### src/rtl/multicycle_controller_if.sv
// Control bus between the multi-cycle sequencer and the shared-memory MIPS datapath.
// The controller side is the master; the datapath side is the slave.
interface multicycle_controller_if;
    logic [5:0] opcode;
    logic [5:0] funct;
    logic       mem_ready;
    logic       alu_zero;
    logic       pc_write;
    logic [1:0] pc_src;
    logic       ir_write;
    logic       i_or_d;
    logic       mem_read;
    logic       mem_write;
    logic [3:0] ALUOp;
    logic       Reg_imm;
    logic       RegWrite;
    logic       MemtoReg;
    logic       Jal;
    logic       Half;
    logic       illegal;
    logic       fault;
    logic [3:0] state;

    modport master (
        input  opcode, funct, mem_ready, alu_zero,
        output pc_write, pc_src, ir_write, i_or_d, mem_read, mem_write, ALUOp,
               Reg_imm, RegWrite, MemtoReg, Jal, Half, illegal, fault, state
    );

    modport slave (
        output opcode, funct, mem_ready, alu_zero,
        input  pc_write, pc_src, ir_write, i_or_d, mem_read, mem_write, ALUOp,
               Reg_imm, RegWrite, MemtoReg, Jal, Half, illegal, fault, state
    );
endinterface

### src/rtl/multicycle_controller.sv
// Multi-cycle FETCH/DECODE/EXEC/MEM/WB sequencer for a MIPS subset sharing one memory port.
// Memory handshake: a request (mem_read/mem_write) is held until mem_ready=1 completes it that cycle.
module multicycle_controller #(
    parameter int MEM_TIMEOUT = 16
) (
    input logic                     clk,
    input logic                     rst,
    multicycle_controller_if.master bus
);
    localparam logic [3:0] S_FETCH  = 4'd0;
    localparam logic [3:0] S_DECODE = 4'd1;
    localparam logic [3:0] S_EXEC   = 4'd2;
    localparam logic [3:0] S_WB_ALU = 4'd3;
    localparam logic [3:0] S_ADDR   = 4'd4;
    localparam logic [3:0] S_MEM_RD = 4'd5;
    localparam logic [3:0] S_WB_MEM = 4'd6;
    localparam logic [3:0] S_MEM_WR = 4'd7;
    localparam logic [3:0] S_BRANCH = 4'd8;
    localparam logic [3:0] S_JUMP   = 4'd9;
    localparam logic [3:0] S_JREG   = 4'd10;
    localparam logic [3:0] S_FAULT  = 4'd15;

    localparam logic [3:0] C_RALU  = 4'd0;
    localparam logic [3:0] C_IALU  = 4'd1;
    localparam logic [3:0] C_LOAD  = 4'd2;
    localparam logic [3:0] C_STORE = 4'd3;
    localparam logic [3:0] C_BEQ   = 4'd4;
    localparam logic [3:0] C_BNE   = 4'd5;
    localparam logic [3:0] C_J     = 4'd6;
    localparam logic [3:0] C_JAL   = 4'd7;
    localparam logic [3:0] C_JR    = 4'd8;
    localparam logic [3:0] C_JALR  = 4'd9;
    localparam logic [3:0] C_ILL   = 4'd15;

    localparam logic [7:0] LAST_WAIT = 8'(MEM_TIMEOUT - 1);

    logic [3:0] r_state;
    logic [3:0] r_cls;
    logic [3:0] r_alu;
    logic       r_half;
    logic [7:0] r_wait_cnt;

    logic [3:0] w_cls;
    logic [3:0] w_alu;
    logic       w_half;
    logic [3:0] w_next;
    logic       w_mem_wait;
    logic       w_timeout;

    always_comb begin
        w_cls  = C_ILL;
        w_alu  = 4'd0;
        w_half = 1'b0;
        case (bus.opcode)
            6'h00: begin
                case (bus.funct)
                    6'h20: begin w_cls = C_RALU; w_alu = 4'd1; end
                    6'h22: begin w_cls = C_RALU; w_alu = 4'd2; end
                    6'h24: begin w_cls = C_RALU; w_alu = 4'd3; end
                    6'h25: begin w_cls = C_RALU; w_alu = 4'd4; end
                    6'h26: begin w_cls = C_RALU; w_alu = 4'd5; end
                    6'h27: begin w_cls = C_RALU; w_alu = 4'd6; end
                    6'h2A: begin w_cls = C_RALU; w_alu = 4'd7; end
                    6'h00: begin w_cls = C_RALU; w_alu = 4'd8; end
                    6'h02: begin w_cls = C_RALU; w_alu = 4'd9; end
                    6'h08: w_cls = C_JR;
                    6'h09: w_cls = C_JALR;
                    default: w_cls = C_ILL;
                endcase
            end
            6'h08: begin w_cls = C_IALU; w_alu = 4'd1; end
            6'h0C: begin w_cls = C_IALU; w_alu = 4'd3; end
            6'h0A: begin w_cls = C_IALU; w_alu = 4'd7; end
            6'h23: w_cls = C_LOAD;
            6'h21: begin w_cls = C_LOAD; w_half = 1'b1; end
            6'h2B: w_cls = C_STORE;
            6'h29: begin w_cls = C_STORE; w_half = 1'b1; end
            6'h04: w_cls = C_BEQ;
            6'h05: w_cls = C_BNE;
            6'h02: w_cls = C_J;
            6'h03: w_cls = C_JAL;
            default: w_cls = C_ILL;
        endcase
    end

    // A completing access on the last allowed wait cycle takes priority over the timeout.
    assign w_mem_wait = (r_state == S_FETCH) || (r_state == S_MEM_RD) || (r_state == S_MEM_WR);
    assign w_timeout  = w_mem_wait && !bus.mem_ready && (r_wait_cnt == LAST_WAIT);

    always_comb begin
        w_next = r_state;
        case (r_state)
            S_FETCH:  w_next = bus.mem_ready ? S_DECODE : (w_timeout ? S_FAULT : S_FETCH);
            S_DECODE: begin
                case (w_cls)
                    C_RALU, C_IALU: w_next = S_EXEC;
                    C_LOAD, C_STORE: w_next = S_ADDR;
                    C_BEQ, C_BNE:   w_next = S_BRANCH;
                    C_J, C_JAL:     w_next = S_JUMP;
                    C_JR, C_JALR:   w_next = S_JREG;
                    default:        w_next = S_FETCH;
                endcase
            end
            S_EXEC:   w_next = S_WB_ALU;
            S_WB_ALU: w_next = S_FETCH;
            S_ADDR:   w_next = (r_cls == C_LOAD) ? S_MEM_RD : S_MEM_WR;
            S_MEM_RD: w_next = bus.mem_ready ? S_WB_MEM : (w_timeout ? S_FAULT : S_MEM_RD);
            S_WB_MEM: w_next = S_FETCH;
            S_MEM_WR: w_next = bus.mem_ready ? S_FETCH : (w_timeout ? S_FAULT : S_MEM_WR);
            S_BRANCH, S_JUMP, S_JREG: w_next = S_FETCH;
            default:  w_next = S_FAULT;
        endcase
    end

    always_ff @(posedge clk) begin
        if (rst) begin
            r_state    <= S_FETCH;
            r_cls      <= 4'd0;
            r_alu      <= 4'd0;
            r_half     <= 1'b0;
            r_wait_cnt <= 8'd0;
        end else begin
            r_state <= w_next;
            if (w_next != r_state) begin
                r_wait_cnt <= 8'd0;
            end else if (w_mem_wait && !bus.mem_ready) begin
                r_wait_cnt <= r_wait_cnt + 8'd1;
            end
            if (r_state == S_DECODE) begin
                r_cls  <= w_cls;
                r_alu  <= w_alu;
                r_half <= w_half;
            end
        end
    end

    always_comb begin
        bus.pc_write  = 1'b0;
        bus.pc_src    = 2'd0;
        bus.ir_write  = 1'b0;
        bus.i_or_d    = 1'b0;
        bus.mem_read  = 1'b0;
        bus.mem_write = 1'b0;
        bus.ALUOp     = 4'd0;
        bus.Reg_imm   = 1'b0;
        bus.RegWrite  = 1'b0;
        bus.MemtoReg  = 1'b0;
        bus.Jal       = 1'b0;
        bus.Half      = 1'b0;
        bus.illegal   = 1'b0;
        bus.fault     = 1'b0;
        bus.state     = 4'd0;
        if (!rst) begin
            bus.state = r_state;
            case (r_state)
                S_FETCH: begin
                    bus.mem_read = 1'b1;
                    bus.ir_write = bus.mem_ready;
                    bus.pc_write = bus.mem_ready;
                end
                S_DECODE: bus.illegal = (w_cls == C_ILL);
                S_EXEC, S_WB_ALU: begin
                    bus.ALUOp    = r_alu;
                    bus.Reg_imm  = (r_cls == C_IALU);
                    bus.RegWrite = (r_state == S_WB_ALU);
                end
                S_ADDR: begin
                    bus.ALUOp   = 4'd1;
                    bus.Reg_imm = 1'b1;
                end
                S_MEM_RD: begin
                    bus.mem_read = 1'b1;
                    bus.i_or_d   = 1'b1;
                    bus.Half     = r_half;
                end
                S_WB_MEM: begin
                    bus.RegWrite = 1'b1;
                    bus.MemtoReg = 1'b1;
                    bus.Half     = r_half;
                end
                S_MEM_WR: begin
                    bus.mem_write = 1'b1;
                    bus.i_or_d    = 1'b1;
                    bus.Half      = r_half;
                end
                S_BRANCH: begin
                    bus.ALUOp    = (r_cls == C_BEQ) ? 4'd10 : 4'd11;
                    bus.pc_src   = 2'd1;
                    bus.pc_write = (r_cls == C_BEQ) ? bus.alu_zero : !bus.alu_zero;
                end
                S_JUMP, S_JREG: begin
                    bus.pc_write = 1'b1;
                    bus.pc_src   = (r_state == S_JUMP) ? 2'd2 : 2'd3;
                    bus.RegWrite = (r_cls == C_JAL) || (r_cls == C_JALR);
                    bus.Jal      = (r_cls == C_JAL) || (r_cls == C_JALR);
                end
                S_FAULT: bus.fault = 1'b1;
                default: bus.state = r_state;
            endcase
        end
    end
endmodule

### src/flat_wrapper.sv
// flat-port wrapper written by rule: the top's interface ports become plain ports
module multicycle_controller_flat 
#(
    parameter int MEM_TIMEOUT = 16
)
  (clk, rst, bus_opcode, bus_funct, bus_mem_ready, bus_alu_zero, bus_pc_write, bus_pc_src, bus_ir_write, bus_i_or_d, bus_mem_read, bus_mem_write, bus_ALUOp, bus_Reg_imm, bus_RegWrite, bus_MemtoReg, bus_Jal, bus_Half, bus_illegal, bus_fault, bus_state);
  multicycle_controller_if bus_i ();
  input logic clk;
  input logic rst;
  input wire logic [$bits(bus_i.opcode)-1:0] bus_opcode;
  input wire logic [$bits(bus_i.funct)-1:0] bus_funct;
  input wire logic [$bits(bus_i.mem_ready)-1:0] bus_mem_ready;
  input wire logic [$bits(bus_i.alu_zero)-1:0] bus_alu_zero;
  output wire logic [$bits(bus_i.pc_write)-1:0] bus_pc_write;
  output wire logic [$bits(bus_i.pc_src)-1:0] bus_pc_src;
  output wire logic [$bits(bus_i.ir_write)-1:0] bus_ir_write;
  output wire logic [$bits(bus_i.i_or_d)-1:0] bus_i_or_d;
  output wire logic [$bits(bus_i.mem_read)-1:0] bus_mem_read;
  output wire logic [$bits(bus_i.mem_write)-1:0] bus_mem_write;
  output wire logic [$bits(bus_i.ALUOp)-1:0] bus_ALUOp;
  output wire logic [$bits(bus_i.Reg_imm)-1:0] bus_Reg_imm;
  output wire logic [$bits(bus_i.RegWrite)-1:0] bus_RegWrite;
  output wire logic [$bits(bus_i.MemtoReg)-1:0] bus_MemtoReg;
  output wire logic [$bits(bus_i.Jal)-1:0] bus_Jal;
  output wire logic [$bits(bus_i.Half)-1:0] bus_Half;
  output wire logic [$bits(bus_i.illegal)-1:0] bus_illegal;
  output wire logic [$bits(bus_i.fault)-1:0] bus_fault;
  output wire logic [$bits(bus_i.state)-1:0] bus_state;
  assign bus_i.opcode = bus_opcode;
  assign bus_i.funct = bus_funct;
  assign bus_i.mem_ready = bus_mem_ready;
  assign bus_i.alu_zero = bus_alu_zero;
  assign bus_pc_write = bus_i.pc_write;
  assign bus_pc_src = bus_i.pc_src;
  assign bus_ir_write = bus_i.ir_write;
  assign bus_i_or_d = bus_i.i_or_d;
  assign bus_mem_read = bus_i.mem_read;
  assign bus_mem_write = bus_i.mem_write;
  assign bus_ALUOp = bus_i.ALUOp;
  assign bus_Reg_imm = bus_i.Reg_imm;
  assign bus_RegWrite = bus_i.RegWrite;
  assign bus_MemtoReg = bus_i.MemtoReg;
  assign bus_Jal = bus_i.Jal;
  assign bus_Half = bus_i.Half;
  assign bus_illegal = bus_i.illegal;
  assign bus_fault = bus_i.fault;
  assign bus_state = bus_i.state;
  multicycle_controller #(.MEM_TIMEOUT(MEM_TIMEOUT)) u_core (.clk(clk), .rst(rst), .bus(bus_i));
endmodule
### config.mk
export PLATFORM = sky130hd
export DESIGN_NAME = multicycle_controller_flat
export DESIGN_NICKNAME = d
export VERILOG_FILES = /design/src/rtl/multicycle_controller_if.sv /design/src/rtl/multicycle_controller.sv /design/src/flat_wrapper.sv
export SDC_FILE = /design/constraint.sdc
export NUM_CORES = 1
export LEC_CHECK = 0
export CORE_ASPECT_RATIO = 0.7
export CORE_MARGIN = 8
export CORE_UTILIZATION = 46
export CTS_CLUSTER_DIAMETER = 120
export DETAILED_ROUTE_END_ITERATION = 16
export MAX_ROUTING_LAYER = met4
export PLACE_DENSITY = 0.84
export SETUP_SLACK_MARGIN = 0.2
export SLEW_MARGIN = 20
export SYNTH_ARGS = -nofsm -noshare
export SYNTH_HDL_FRONTEND = slang
export SYNTH_SLANG_ARGS = --single-unit
export TNS_END_PERCENT = 10
### constraint.sdc
create_clock -name clk -period 5.7 [get_ports clk]
set_input_delay 1.14 -clock clk [delete_from_list [all_inputs] [get_ports clk]]
set_output_delay 1.14 -clock clk [all_outputs]
set_load 0.005 [all_outputs]
# --- After elaboration in Yosys (flattened, before gate mapping) ---
# Memories as Yosys holds them, arrays and structs flattened.
# Index checks and enable logic that the tools add are counted.
totals:
  register_bits: 21
  romBits: 64
  input_bits: 16
  output_inout_bits: 22
  n_memories: 1
mem_list:
  columns: ["memory", "words", "width", "read_ports", "rd_ports_with_merged_regs", "write_ports", "line", "source"]
  rows:
  - ["(no name shown)", 16, 4, 1, 0, 0, "multicycle_controller.sv:95", "case (w_cls)"]
op_classes:
  add_sub_neg: 1
  n_eq_ne: 40
  muxes: 45
  reduce_logical: 22
ops:
  columns: ["op", "count"]
  rows:
  - ["$eq 6x6->1 const B", 11]
  - ["$pmux 4 s9", 1]
  - ["$mux 4", 8]
  - ["$pmux 4 s8", 1]
  - ["$eq 6x4->1 const B", 5]
  - ["$pmux 4 s7", 1]
  - ["$mux 1", 25]
  - ["$eq 4x3->1 const B", 6]
  - ["$eq 4x4->1 const B", 6]
  - ["$pmux 4 s3", 2]
  - ["$eq 6x2->1 const B", 3]
  - ["$pmux 4 s4", 1]
  - ["$reduce_or 2->1", 8]
  - ["$eq 4x2->1 const B", 3]
  - ["$eq 6x3->1 const B", 2]
  - ["$logic_not 6->1", 2]
  - ["$reduce_or 9->1", 1]
  - ["$add 8x1->8 const B", 1]
  - ["$eq 4x1->1 const B", 2]
  - ["$eq 8x4->1 const B", 1]
  - ["$pmux 1 s3", 2]
  - ["$reduce_or 3->1", 2]
  - ["$reduce_or 5->1", 1]
  - ["$logic_not 4->1", 1]
  - ["other kinds (7)", 12]

# --- Logic depth before layout (Yosys ltp) ---
logic_depth:
  depth_word: 10
  depth_mapped: 7

# --- Least setup slack after synthesis ---
# OpenSTA, ideal clock, no wires.
synth_timing:
  path_type: "input to output"
  start: "input port bus_opcode[5]"
  end: "output port bus_illegal"
  arrival_ns: 2.457
  required_ns: 4.560
  slack_ns: 2.103
  path_stages: 6
  path_cell_list: "buf_6 > or3b_1 > a211o_1 > a211oi_2 > nor2_1 > nor3_1"
synth_via:
  elab_chain_len: 6
  word_cells_on_any_way: 19
  cone_classes: "eq/ne (12); mux (3); reduce/logical (4)"
synth_lines:
  columns: ["element", "line", "source"]
  rows:
  - ["start: declaration", "flat_wrapper.sv:10", "input wire logic [$bits(bus_i.opcode)-1:0] bus_opcode;"]
  - ["$eq 6x4->1 / $eq 6x6->1 (equally long branches)", "multicycle_controller.sv:54", "case (bus.opcode)"]
  - ["$reduce_or 3->1 (no line) / $reduce_or 2->1 (equally long branches)", null, null]
  - ["$pmux 4 s8 *", "multicycle_controller.sv:54", null]
  - ["$eq 4x4->1 *", "multicycle_controller.sv:161", "S_DECODE: bus.illegal = (w_cls == C_ILL);"]
  - ["$mux 1 *", "multicycle_controller.sv:155", "case (r_state)"]
  - ["$mux 1 *", "multicycle_controller.sv:153", "if (!rst) begin"]
  - ["end: declaration", "flat_wrapper.sv:26", "output wire logic [$bits(bus_i.illegal)-1:0] bus_illegal;"]
# Every way passes the cells marked *; elsewhere a longest branch is shown, timed or not.

# --- Worst setup path in the final report ---
layout_timing:
  start: "input port bus_opcode[1]"
  end: "output port bus_illegal"
# Same word-level chain as after synthesis.

==> flow_summary_export.csv <==
group,metric,value,unit
sta,postLayoutSetupSlackWorst,941,ps
clock_network,htree_levels,1,
synthesis,synth_top_cell_area_share,0.247,
finish,filler_cell_count,361,
worst_hold_path,hold_start,"u_core.r_alu[3]$_SDFFE_PP0P_",
sta,max_freq,0.210,GHz
drt,dr.pass1.iters,5,
pwr,power_density,165,mW/mm2
finish,seq_area,420,um2
pwr,p_sw,0.000109,W
drt,drt-total-wl,4970,um
finish,multi_input_area,0.00119,mm2
finish,layout-drive-gt1-share,0.0295,
synthesis,ys_top_cells_by_area,"dfxtp_1 25%, nor2_1 7.5%, nor3_1 7.0%, o21ai_0 4.7%, nand2_1 4.2%",
sta,clock_skew,1.23,ps
setup_path,r2r_start,"u_core.r_state[3]$_SDFF_PP0_",
die,core_area,0.00354,mm2
die,std_cell_rows,18,
global_routing,grt.total_usage,0.168,
pwr,peakVddDrop,0.0906,mV
run,max-cap-violations,0,
placement,gp_congestion,0.950,
worst_hold_path,hold-path-cell-count,2,
clock_network,ctsResizeCount,0,
worst_hold_path,min_to,"u_core.r_alu[3]$_SDFFE_PP0P_",
synthesis,ys_ff_latch,21,
sta,finalSetupViolations,0,
synthesis,synth_cell_types,56,
synthesis,synth_flop_cell,"dfxtp_1",
clock_network,root_buffer,"clkbuf_8",
sta,maxSlewHeadroom,0.456,
sta,hold_viol_final,0,
pwr,power_frac_seq,0.466,
pwr,intPower,0.000241,W
drt,avgRoutedWirePerCell,15.5,um
finish,layout_common_cells,"37 x clkdlybuf4s50_1, 34 x nor2_1, 24 x nor3_1",
die,ioPinCount,38,
synthesis,synth-edff-count,0,
sta,finalCritPeriodShare,0.835,
sta,rsz0062_at_grt,"no",
pwr,swShare,0.312,
finish,antenna_cells,0,
drt,via_per_inst,6.02,
setup_path,worst_ep_required_time,4560,ps
setup_path,startpoint_type,"input pin",
global_routing,antenna_found_initial,0,
sta,worst_pin_slew,813,ps
sta,fin_setup_tns,0,ps
pwr,pwr-share-clk,0.288,
placement,dpl.hpwl,3810,um
setup_path,arrival,3620,ps
global_routing,grt_max_degree,24,
pwr,power_leakage,0.742,nW
synthesis,yosysSeqAreaShare,0.247,
setup_path,endpoint_kind,"output port",
setup_path,r2r-end,"u_core.r_wait_cnt[3]$_SDFFE_PP0P_",
synthesis,netlist_area,0.00170,mm2
drt,vias,1934,
die,start_util,0.482,
die,die_h,66.9,um
finish,final_cells,321,
drt,drtAntennaViolNets,0,
synthesis,synth_area_per_cell,7.04,um2
synthesis,synth_nets,259,
setup_path,reg2reg_depth,6,
clock_network,holdBufCountCts,0,
synthesis,postSynthCellCount,242,
drt,remaining_drc_errors,0,
setup_path,worstSetupPathType,"in -> out",
synthesis,yosys.area.top_type,"dfxtp_1",
clock_network,insertion_delay,260,ps
clock_network,clk_pin_slew,80,ps
run_status,status,"complete, no violations",
global_routing,grt_overflow_total,0,
clock_network,clock_path_buffers,2,
die,die-area,0.00594,mm2
setup_path,startpoint,"bus_opcode[1]",
setup_path,path_max_fanout,9,
placement,post-place-ws,948,ps
clock_network,cts.sinks,21,
pwr,combinationalPowerShare,0.246,
finish,layout_commonest_cell,"clkdlybuf4s50_1",
global_routing,grt_pass1_wl,7850,um
drt,drt_iter0_drc,312,
finish,fin_nets,289,
worst_hold_path,worst_hold_path_type,"reg -> reg",
global_routing,grt_pass1_vias,1613,
placement,port_buffers,37,
finish,area_growth,24.7,%
die,die_w,88.8,um
synthesis,yosys_warnings,0,
placement,dp.cells,317,
synthesis,synth_async_sr_flop_share,0,
setup_path,rrSetupSlack,3240,ps
sta,post-route-min-period,4760,ps
clock_network,cts_buffers,3,
sta,slew_viol_final,0,
clock_network,post_cts_buffers,0,
clock_network,cts_tree,"built",
## routing by layer
layer | vias to the layer above | GRT usage | routed length, um | share of wire
li1 | 949 | - | - | -
met5 | - | - | 0 | 0
met1 | 873 | 0.242 | 2410 | 0.49
met3 | 10 | 0.0319 | 495 | 0.10
met4 | 0 | 0.0294 | 48 | 0.0097
met2 | 102 | 0.234 | 2010 | 0.40
## state kept, by name (all words and copies together), names as in the netlist
| signal | flops |
|---|---|
| u_core.r_cls | 4 |
| u_core.r_half | 1 |
| u_core.r_alu | 4 |
| u_core.r_state | 4 |
| u_core.r_wait_cnt | 8 |
## synth_stat cells (2+ instances only)
library cell and number:
a211oi_1 4, a21o_1 3, a21oi_1 14, a22o_1 2, a22oi_1 2, a31oi_1 3
and2_1 4, and3_1 3, buf_1 2, buf_6 2, clkbuf_1 7, dfxtp_1 21
inv_1 7, nand2_1 19, nand2b_1 7, nand3_1 6, nand4_1 2, nor2_1 34
nor2b_1 5, nor3_1 24, nor3b_1 5, nor4_1 6, nor4b_1 3, o21ai_0 16
o221ai_1 2, xnor2_1 5, xor2_1 5
## power by group through the flow
stage,sequential (W),combinational [W],clock (W)
after floorplan,0.000161,0.0000568,0
after global placement,0.000166,0.0000824,0
after detailed placement,0.000166,0.0000841,0
after CTS,0.000163,0.0000844,0.000101
after global routing,0.000165,0.0000945,0.000107
final,0.000163,0.0000860,0.000101
## critical path: stages
cell and delay, ps:
clkdlybuf4s50_1 630, or3b_1 390, a211o_1 340, a211oi_2 300, nor2_1 90, nor3_1 190
clkdlybuf4s50_1 540
## area by class of cell
class	instances	area share
Sequential cell	21	0.198
Tap cell	50	0.0294
Clock inverter	1	0.00353
Multi-Input combinational cell	201	0.561
Timing Repair Buffer	37	0.174
Inverter	8	0.0141
Clock buffer	3	0.0194
## worst max-delay path by stage
stage / cells past startpoint / slack, ps / to
floorplan: 6 / 2100 / bus_illegal
global placement: 7 / 1010 / bus_illegal
detailed placement: 7 / 950 / bus_illegal
CTS: 7 / 950 / bus_illegal
global route: 7 / 810 / bus_illegal
finish: 7 / 940 / bus_illegal
## cell families after synthesis
group / share of synthesized area
muxes: 0.00587
AOI/OAI and AO/OA: 0.241
xor gates and xnor gates: 0.0514
adders and majority gates: 0.00734
and+or+nand+nor: 0.394
buffers and inverters: 0.0536
DFF: 0.247
## per-stage QoR
stage                     power, W  hold WS (ps)  cell area [um2]  utilization
final                     0.000350           483             2120        0.601
after detailed placement  0.000250           475             2080        0.587
after global routing      0.000366           502             2120        0.601
after global placement    0.000248           444             2080        0.587
after floorplan           0.000218           432             1700            -
after CTS                 0.000348           486             2120        0.601
(Power assumes the default switching activity.)
